`src/rtl/mips_mc_ctrl_pkg.sv`:
```
// Shared encodings for the multi-cycle MIPS control slice: datapath selects, opcodes/functs,
// FSM states and the decoded instruction-class record. Optional CP0 support: MIPS_CTRL_EXC_EN.
package mips_mc_ctrl_pkg;

  typedef enum logic [2:0] {
    S_INIT  = 3'd0,
    S_FETCH = 3'd1,
    S_DCD   = 3'd2,
    S_EXE   = 3'd3,
    S_MEM   = 3'd4,
    S_WB    = 3'd5,
    S_EXC   = 3'd6
  } state_e;

  localparam logic [1:0] NPC_PC4 = 2'd0;
  localparam logic [1:0] NPC_BR  = 2'd1;
  localparam logic [1:0] NPC_J   = 2'd2;
  localparam logic [1:0] NPC_JR  = 2'd3;

  localparam logic [1:0] EXT_ZERO = 2'd0;
  localparam logic [1:0] EXT_SIGN = 2'd1;
  localparam logic [1:0] EXT_HIGH = 2'd2;

  localparam logic [2:0] ALU_ADD = 3'd0;
  localparam logic [2:0] ALU_SUB = 3'd1;
  localparam logic [2:0] ALU_OR  = 3'd2;
  localparam logic [2:0] ALU_SLT = 3'd3;
  localparam logic [2:0] ALU_SLL = 3'd4;
  localparam logic [2:0] ALU_SRL = 3'd5;

  localparam logic [1:0] RD_RT  = 2'd0;
  localparam logic [1:0] RD_RD  = 2'd1;
  localparam logic [1:0] RD_R31 = 2'd2;
  localparam logic [1:0] RD_RS  = 2'd3;

  localparam logic [2:0] M2R_ALUOUT = 3'd0;
  localparam logic [2:0] M2R_DR     = 3'd1;
  localparam logic [2:0] M2R_HI     = 3'd2;
  localparam logic [2:0] M2R_LO     = 3'd3;
  localparam logic [2:0] M2R_PRDIN  = 3'd4;
  localparam logic [2:0] M2R_CP0    = 3'd5;

  localparam logic [1:0] SA_GPR_A = 2'd0;
  localparam logic [1:0] SA_PC    = 2'd1;
  localparam logic [1:0] SA_SA    = 2'd2;

  localparam logic [1:0] SB_EXT     = 2'd0;
  localparam logic [1:0] SB_GPR_B   = 2'd1;
  localparam logic [1:0] SB_PCCYCLE = 2'd2;
  localparam logic [1:0] SB_EXT2    = 2'd3;

  localparam logic [5:0] OP_RTYPE = 6'h00;
  localparam logic [5:0] OP_J     = 6'h02;
  localparam logic [5:0] OP_JAL   = 6'h03;
  localparam logic [5:0] OP_BEQ   = 6'h04;
  localparam logic [5:0] OP_BNE   = 6'h05;
  localparam logic [5:0] OP_ADDIU = 6'h09;
  localparam logic [5:0] OP_ORI   = 6'h0D;
  localparam logic [5:0] OP_LUI   = 6'h0F;
  localparam logic [5:0] OP_COP0  = 6'h10;
  localparam logic [5:0] OP_LW    = 6'h23;
  localparam logic [5:0] OP_SW    = 6'h2B;

  localparam logic [5:0] F_SLL  = 6'h00;
  localparam logic [5:0] F_SRL  = 6'h02;
  localparam logic [5:0] F_JR   = 6'h08;
  localparam logic [5:0] F_MFHI = 6'h10;
  localparam logic [5:0] F_MFLO = 6'h12;
  localparam logic [5:0] F_ERET = 6'h18;
  localparam logic [5:0] F_ADDU = 6'h21;
  localparam logic [5:0] F_SUBU = 6'h23;
  localparam logic [5:0] F_OR   = 6'h25;
  localparam logic [5:0] F_SLT  = 6'h2A;

  localparam logic [4:0] RS_MFC0 = 5'h00;
  localparam logic [4:0] RS_MTC0 = 5'h04;

  // alu_op/ext_op are what the EXE state drives for this instruction.
  typedef struct packed {
    logic       rtype;
    logic       shift;
    logic       imm;
    logic       lw;
    logic       sw;
    logic       br;
    logic       bne;
    logic       jr;
    logic       j;
    logic       jal;
    logic       mfhi;
    logic       mflo;
`ifdef MIPS_CTRL_EXC_EN
    logic       mfc0;
    logic       mtc0;
    logic       eret;
`endif
    logic       illegal;
    logic [2:0] alu_op;
    logic [1:0] ext_op;
  } insn_flags_t;

endpackage

```
`src/rtl/mips_ctrl_decode.sv`:
```
// Combinational op/funct -> instruction-class decode for the multi-cycle control FSM.
// With MIPS_CTRL_EXC_EN the CP0 opcodes (mfc0/mtc0/eret) are legal; otherwise they decode illegal.
module mips_ctrl_decode
  import mips_mc_ctrl_pkg::*;
(
  input  logic [5:0]  op_i,
  input  logic [5:0]  funct_i,
`ifdef MIPS_CTRL_EXC_EN
  input  logic [4:0]  rs_i,
`endif
  output insn_flags_t flags_o
);

  // NOTE: every combinational output gets a default before the case so no latch is inferred.
  always_comb begin
    flags_o = '0;
    case (op_i)
      OP_RTYPE: begin
        case (funct_i)
          F_ADDU:  begin flags_o.rtype = 1'b1; flags_o.alu_op = ALU_ADD; end
          F_SUBU:  begin flags_o.rtype = 1'b1; flags_o.alu_op = ALU_SUB; end
          F_OR:    begin flags_o.rtype = 1'b1; flags_o.alu_op = ALU_OR;  end
          F_SLT:   begin flags_o.rtype = 1'b1; flags_o.alu_op = ALU_SLT; end
          F_SLL:   begin flags_o.shift = 1'b1; flags_o.alu_op = ALU_SLL; end
          F_SRL:   begin flags_o.shift = 1'b1; flags_o.alu_op = ALU_SRL; end
          F_JR:    flags_o.jr      = 1'b1;
          F_MFHI:  flags_o.mfhi    = 1'b1;
          F_MFLO:  flags_o.mflo    = 1'b1;
          default: flags_o.illegal = 1'b1;
        endcase
      end
      OP_ADDIU: begin
        flags_o.imm    = 1'b1;
        flags_o.alu_op = ALU_ADD;
        flags_o.ext_op = EXT_SIGN;
      end
      OP_ORI: begin
        flags_o.imm    = 1'b1;
        flags_o.alu_op = ALU_OR;
        flags_o.ext_op = EXT_ZERO;
      end
      OP_LUI: begin
        flags_o.imm    = 1'b1;
        flags_o.alu_op = ALU_OR;
        flags_o.ext_op = EXT_HIGH;
      end
      OP_LW: begin
        flags_o.lw     = 1'b1;
        flags_o.alu_op = ALU_ADD;
        flags_o.ext_op = EXT_SIGN;
      end
      OP_SW: begin
        flags_o.sw     = 1'b1;
        flags_o.alu_op = ALU_ADD;
        flags_o.ext_op = EXT_SIGN;
      end
      OP_BEQ: begin
        flags_o.br     = 1'b1;
        flags_o.alu_op = ALU_SUB;
        flags_o.ext_op = EXT_SIGN;
      end
      OP_BNE: begin
        flags_o.br     = 1'b1;
        flags_o.bne    = 1'b1;
        flags_o.alu_op = ALU_SUB;
        flags_o.ext_op = EXT_SIGN;
      end
      OP_J:   flags_o.j   = 1'b1;
      OP_JAL: flags_o.jal = 1'b1;
`ifdef MIPS_CTRL_EXC_EN
      OP_COP0: begin
        if (funct_i == F_ERET)    flags_o.eret    = 1'b1;
        else if (rs_i == RS_MFC0) flags_o.mfc0    = 1'b1;
        else if (rs_i == RS_MTC0) flags_o.mtc0    = 1'b1;
        else                      flags_o.illegal = 1'b1;
      end
`endif
      default: flags_o.illegal = 1'b1;
    endcase
  end

endmodule

```
`src/rtl/mips_mc_ctrl.sv`:
```
// Multi-cycle MIPS main control FSM: sequences FETCH/DCD/EXE/MEM/WB and drives all datapath
// selects and strobes. Optional MIPS_CTRL_EXC_EN adds interrupt entry (S_EXC) and CP0 ops.
module mips_mc_ctrl
  import mips_mc_ctrl_pkg::*;
#(
  parameter int unsigned MEM_TIMEOUT = 0
) (
  input  logic       clk,
  input  logic       rst_n,
  input  logic [5:0] op,
  input  logic [5:0] funct,
  input  logic       zero,
  input  logic       mem_rdy,
`ifdef MIPS_CTRL_EXC_EN
  input  logic [4:0] rs,
  input  logic       int_req,
  input  logic       ie,
  output logic       EPCWr,
  output logic       ExlSet,
  output logic       CP0Wr,
`endif
  output logic       mem_req,
  output logic       mem_sel,
  output logic       PCWr,
  output logic       IRWr,
  output logic       GPRWr,
  output logic       DMWr,
  output logic [1:0] NPCOp,
  output logic [1:0] ExtOp,
  output logic [2:0] ALUOp,
  output logic [1:0] RegDst,
  output logic [2:0] MemtoReg,
  output logic [1:0] ALUSrcA,
  output logic [1:0] ALUSrcB,
  output logic       illegal,
  output logic       mem_err
);

  state_e      state_q, state_d;
  insn_flags_t flags;
  logic        tmo;
  logic        exe_to_fetch;

  mips_ctrl_decode u_decode (
    .op_i    (op),
    .funct_i (funct),
`ifdef MIPS_CTRL_EXC_EN
    .rs_i    (rs),
`endif
    .flags_o (flags)
  );

`ifdef MIPS_CTRL_EXC_EN
  assign exe_to_fetch = flags.br | flags.jr | flags.mtc0 | flags.eret;
`else
  assign exe_to_fetch = flags.br | flags.jr;
`endif

  // Memory wait watchdog; absent entirely when MEM_TIMEOUT is 0 (wait forever).
  generate
    if (MEM_TIMEOUT == 0) begin : g_no_tmo
      assign tmo = 1'b0;
    end else begin : g_tmo
      localparam int unsigned CW = $clog2(MEM_TIMEOUT + 1);
      logic [CW-1:0] wait_q, wait_d;
      logic          waiting;

      assign waiting = ((state_q == S_FETCH) || (state_q == S_MEM)) && !mem_rdy;
      assign tmo     = waiting && (wait_q == CW'(MEM_TIMEOUT));

      always_comb begin
        wait_d = wait_q;
        if ((state_d != state_q) || tmo) wait_d = '0;
        else if (waiting)                wait_d = wait_q + 1'b1;
      end

      always_ff @(posedge clk or negedge rst_n) begin
        if (!rst_n) wait_q <= '0;
        else        wait_q <= wait_d;
      end
    end
  endgenerate

  // NOTE: sequential state uses non-blocking assignment so every flop samples pre-edge values.
  always_ff @(posedge clk or negedge rst_n) begin
    if (!rst_n) state_q <= S_INIT;
    else        state_q <= state_d;
  end

  always_comb begin
    state_d  = state_q;
    mem_req  = 1'b0;
    mem_sel  = 1'b0;
    PCWr     = 1'b0;
    IRWr     = 1'b0;
    GPRWr    = 1'b0;
    DMWr     = 1'b0;
    NPCOp    = NPC_PC4;
    ExtOp    = EXT_ZERO;
    ALUOp    = ALU_ADD;
    RegDst   = RD_RT;
    MemtoReg = M2R_ALUOUT;
    ALUSrcA  = SA_GPR_A;
    ALUSrcB  = SB_EXT;
    illegal  = 1'b0;
    mem_err  = 1'b0;
`ifdef MIPS_CTRL_EXC_EN
    EPCWr    = 1'b0;
    ExlSet   = 1'b0;
    CP0Wr    = 1'b0;
`endif

    case (state_q)
      S_INIT: state_d = S_FETCH;

      S_FETCH: begin
        mem_req = 1'b1;
        if (mem_rdy) begin
          IRWr    = 1'b1;
          PCWr    = 1'b1;
          state_d = S_DCD;
        end else if (tmo) begin
          mem_err = 1'b1;
          state_d = S_FETCH;
        end
      end

      S_DCD: begin
        if (flags.illegal) begin
          illegal = 1'b1;
          state_d = S_FETCH;
        end else if (flags.j) begin
          PCWr    = 1'b1;
          NPCOp   = NPC_J;
          state_d = S_FETCH;
        end else begin
          state_d = S_EXE;
        end
      end

      S_EXE: begin
        ALUOp = flags.alu_op;
        ExtOp = flags.ext_op;
        if (flags.rtype || flags.shift || flags.br) ALUSrcB = SB_GPR_B;
        if (flags.shift) ALUSrcA = SA_SA;
        if (flags.jal) begin
          ALUSrcA = SA_PC;
          ALUSrcB = SB_PCCYCLE;
        end
        // bne flips the sense of the zero flag.
        if (flags.br && (flags.bne ^ zero)) begin
          PCWr  = 1'b1;
          NPCOp = NPC_BR;
        end
        if (flags.jr) begin
          PCWr  = 1'b1;
          NPCOp = NPC_JR;
        end
`ifdef MIPS_CTRL_EXC_EN
        if (flags.mtc0) CP0Wr = 1'b1;
        // EPC is steered onto the register-jump path externally while eret is in IR.
        if (flags.eret) begin
          PCWr  = 1'b1;
          NPCOp = NPC_JR;
        end
`endif
        if (flags.lw || flags.sw) state_d = S_MEM;
        else if (exe_to_fetch)    state_d = S_FETCH;
        else                      state_d = S_WB;
      end

      S_MEM: begin
        mem_req = 1'b1;
        mem_sel = 1'b1;
        DMWr    = flags.sw & ~tmo;
        if (mem_rdy) begin
          state_d = flags.sw ? S_FETCH : S_WB;
        end else if (tmo) begin
          mem_err = 1'b1;
          state_d = S_FETCH;
        end
      end

      S_WB: begin
        GPRWr   = 1'b1;
        state_d = S_FETCH;
        if (flags.rtype || flags.shift || flags.mfhi || flags.mflo) RegDst = RD_RD;
        if (flags.lw)   MemtoReg = M2R_DR;
        if (flags.mfhi) MemtoReg = M2R_HI;
        if (flags.mflo) MemtoReg = M2R_LO;
`ifdef MIPS_CTRL_EXC_EN
        if (flags.mfc0) MemtoReg = M2R_CP0;
`endif
        if (flags.jal) begin
          RegDst = RD_R31;
          PCWr   = 1'b1;
          NPCOp  = NPC_J;
        end
      end

`ifdef MIPS_CTRL_EXC_EN
      S_EXC: begin
        EPCWr   = 1'b1;
        ExlSet  = 1'b1;
        PCWr    = 1'b1;
        NPCOp   = NPC_JR;
        state_d = S_FETCH;
      end
`endif

      default: state_d = S_INIT;
    endcase

`ifdef MIPS_CTRL_EXC_EN
    // Interrupts are taken on entry to FETCH, before any instruction request is issued.
    if ((state_d == S_FETCH) && ((state_q != S_FETCH) || tmo) && (state_q != S_EXC) &&
        int_req && ie)
      state_d = S_EXC;
`endif
  end

endmodule

```
`config.mk`:
```
export PLATFORM = sky130hd
export DESIGN_NAME = mips_mc_ctrl
export DESIGN_NICKNAME = d
export VERILOG_FILES = /design/src/rtl/mips_mc_ctrl_pkg.sv /design/src/rtl/mips_ctrl_decode.sv /design/src/rtl/mips_mc_ctrl.sv
export SDC_FILE = /design/constraint.sdc
export NUM_CORES = 1
export LEC_CHECK = 0
export CAP_MARGIN = 10
export CORE_MARGIN = 2
export CORE_UTILIZATION = 36
export DETAILED_ROUTE_END_ITERATION = 10
export GPL_ROUTABILITY_DRIVEN = 0
export GPL_TIMING_DRIVEN = 0
export HOLD_SLACK_MARGIN = 0.05
export MAX_ROUTING_LAYER = met4
export PLACE_DENSITY = 0.74
export SYNTH_ARGS = -nofsm -noshare
export SYNTH_HDL_FRONTEND = slang
export SYNTH_HIERARCHICAL = 1
export SYNTH_SLANG_ARGS = --single-unit
```
`constraint.sdc`:
```
create_clock -name clk -period 2.74 [get_ports clk]
set_clock_uncertainty 0.2 [all_clocks]
set_input_delay 0.411 -clock clk [delete_from_list [all_inputs] [get_ports clk]]
set_output_delay 0.411 -clock clk [all_outputs]
set_load 0.01 [all_outputs]
```
==> run_results.csv <==
group,metric,value,unit
timing,fin_setup_tns,-1.05,ns
timing,slew_violations,0,
grt,first_global_vias,961,
power,p_clk_frac,0.145,
worst_setup_path,cp_max_fo,4,
grt,grt_max_degree,11,
worst_setup_path,path_delay_family,"simple AND/OR/NAND/NOR gates",
worst_setup_path,cp_num_buf_inv,2,
worst_setup_path,cpMaxStageDelayCell,"or4_4",
detailed_routing,drtIter0Drc,19,
detailed_routing,avgViaCountPerCell,5.15,
cts,clock_latency,0.23,ns
timing,worst_slew_margin_rel,0.660,
cts,cts_made_buffers,3,
finish,nFillCells,187,
finish,syn2layout_area_growth,69.1,%
timing,hold_viol_final,0,
power,p_int,0.000297,W
worst_setup_path,cp_slowest_stage_delay,0.54,ns
finish,final_cells,198,
timing,fin_crit_sh,1.07,
timing,rsz0062_at_grt,"true",
detailed_routing,ant_nets,0,
finish,antenna_cells,0,
synthesis,syn_avg_cell_area,6.54,µm²
floorplanning,core_area,2020,µm²
detailed_routing,via_count,1020,
grt,grt_pass1_wl,4080,µm
timing,setup_violations,11,
place,place_inst,182,
timing,worstMarginPinSlew,0.506,ns
power,vdd_ir_drop_max,0.472,mV
cts,clockBufferDepth,2,
cts,cts_sinks,3,
place,dp_slack,-0.868,ns
power,p_sw,0.000217,W
detailed_routing,drc_errors,0,
min_path,hold_class,"in -> async",
timing,clock.fmax,0.342,GHz
finish,largest_reg_flops,3,
floorplanning,initial_core_util,0.391,
synthesis,synth_area,791,µm²
worst_setup_path,criticalPathCategory,"in -> out",
finish,nNetsFinal,188,
detailed_routing,drtPass1Iterations,4,
run_status,violations,"setup timing",
floorplanning,die_x,50.9,µm
job,max_cap_viol_count,0,
run_status,status,"complete, but fails checks",
place,port_buffers,33,
power,seqPwrFrac,0.165,
cts,cts_tree,"yes",
synthesis,synthCells,121,
floorplanning,io_pins,40,
grt,track_usage,0.206,
timing,period_minus_slack,2.93,ns
detailed_routing,routed_wl,2510,µm
power,leakagePower,0.606,nW
timing,setup_ws,-0.186,ns
finish,top_register,"state_q",
cts,cts_max_level,1,
detailed_routing,post_drt_wl_per_cell,12.7,µm
finish,reg.largest.list,"state_q (3)",
grt,antenna_found_initial,0,
finish,drive_above_1_share,0.357,
cts,cts_root_buffer,"clkbuf_4",
power,combPwrFrac,0.690,
power,power_density,384,nW/µm²
grt,gr-total-overflow,0,
worst_setup_path,start_kind,"input pin",
worst_setup_path,crit_chain,"buf_6 -> or4_4 -> or3_4 -> o41ai_4 -> nor3b_2 -> o21ai_1 -> nand4_1 -> buf_2",
cts,path_clk_slew,0.03,ns
floorplanning,die_h,50.9,µm
worst_setup_path,crit_required,2.13,ns
floorplanning,rows,16,
place,dpl.hpwl,1700,µm
floorplanning,dieArea,2590,µm²
power,switching_share,0.421,
worst_setup_path,critPathCaptureType,"primary output",
synthesis,ys_warn_count,6,
worst_setup_path,worstPathArrival,2.31,ns
==> final cells by class <==
class                   count  area [µm²]  share of cell area
plain buffers              11        87.6              0.0655
clock buffers               4        26.3              0.0196
inverters                   6        22.5              0.0168
multi-input cells         102         723               0.541
flip-flops and latches      3        75.1              0.0561
well taps                  27        33.8              0.0253
repair buffers             45         369               0.276
==> what timing repair did <==
item                       CTS  global route
pin swaps                    9             8
setup endpoints to repair   17            14
resized for setup           66            15
hold buffers                 0             0
buffers inserted             7             5
cloned                       0             0
==> placed cells by master, fill, tap and decap left out, drive strengths merged, types with 2 or more instances in the layout <==
cell type      count
and2b              2
clkdlybuf4s50     14
dfrtp              3
nor4               3
nand2b             2
a211o              3
clkbuf             7
nor2b              2
o21ai              5
nor3b              5
nor3              10
dlygate4sd2        6
nor2              17
xor2               2
a21oi              8
and3b              2
nand2              9
a32oi              2
or3                3
and2               9
nand3              3
inv                6
nand3b             2
buf               32
conb               2
==> per-stage QoR <==
| step | utilization | hold WS, ns | cell area [µm²] | power, W |
|---|---|---|---|---|
| finish | 0.662 | 0.163 | 1340 | 0.000514 |
| global route | 0.662 | 0.178 | 1340 | 0.000553 |
| CTS | 0.635 | 0.157 | 1280 | 0.000509 |
| detailed placement | 0.579 | 0.389 | 1170 | 0.000427 |
| global placement | 0.579 | 0.372 | 1170 | 0.000416 |
| floorplan | - | -0.0846 | 806 | 0.000286 |
==> final timing paths <==
kind                       startpoint          to  slack (ns)  cells past startpoint
min                             rst_n  state_q[1]        0.16                      1
min reg2reg                state_q[2]  state_q[1]        0.39                      1
max reg2reg                state_q[1]  state_q[0]        1.37                      3
min in group clk           state_q[2]  state_q[1]        0.39                      1
max                             op[2]        PCWr       -0.19                      8
max in group asynchronous       rst_n  state_q[0]        2.04                      1
==> layer usage <==
layer | part of all wire | global-route usage | up-vias
li1 | - | - | 526
met1 | 0.44 | 0.243 | 468
met4 | 0 | 0.0541 | 0
met2 | 0.53 | 0.373 | 26
met5 | 0 | - | -
met3 | 0.037 | 0.0234 | 0
==> power by group through the flow <==
| stage | sequential (W) | combinational, W | clock [W] |
|---|---|---|---|
| after floorplan | 0.0000802 | 0.000205 | 0 |
| after global placement | 0.0000837 | 0.000332 | 0 |
| after detailed placement | 0.0000853 | 0.000342 | 0 |
| after CTS | 0.0000848 | 0.000346 | 0.0000784 |
| after global routing | 0.0000872 | 0.000387 | 0.0000792 |
| final | 0.0000849 | 0.000355 | 0.0000743 |
Note: power is estimated with default switching activity, not from simulation.
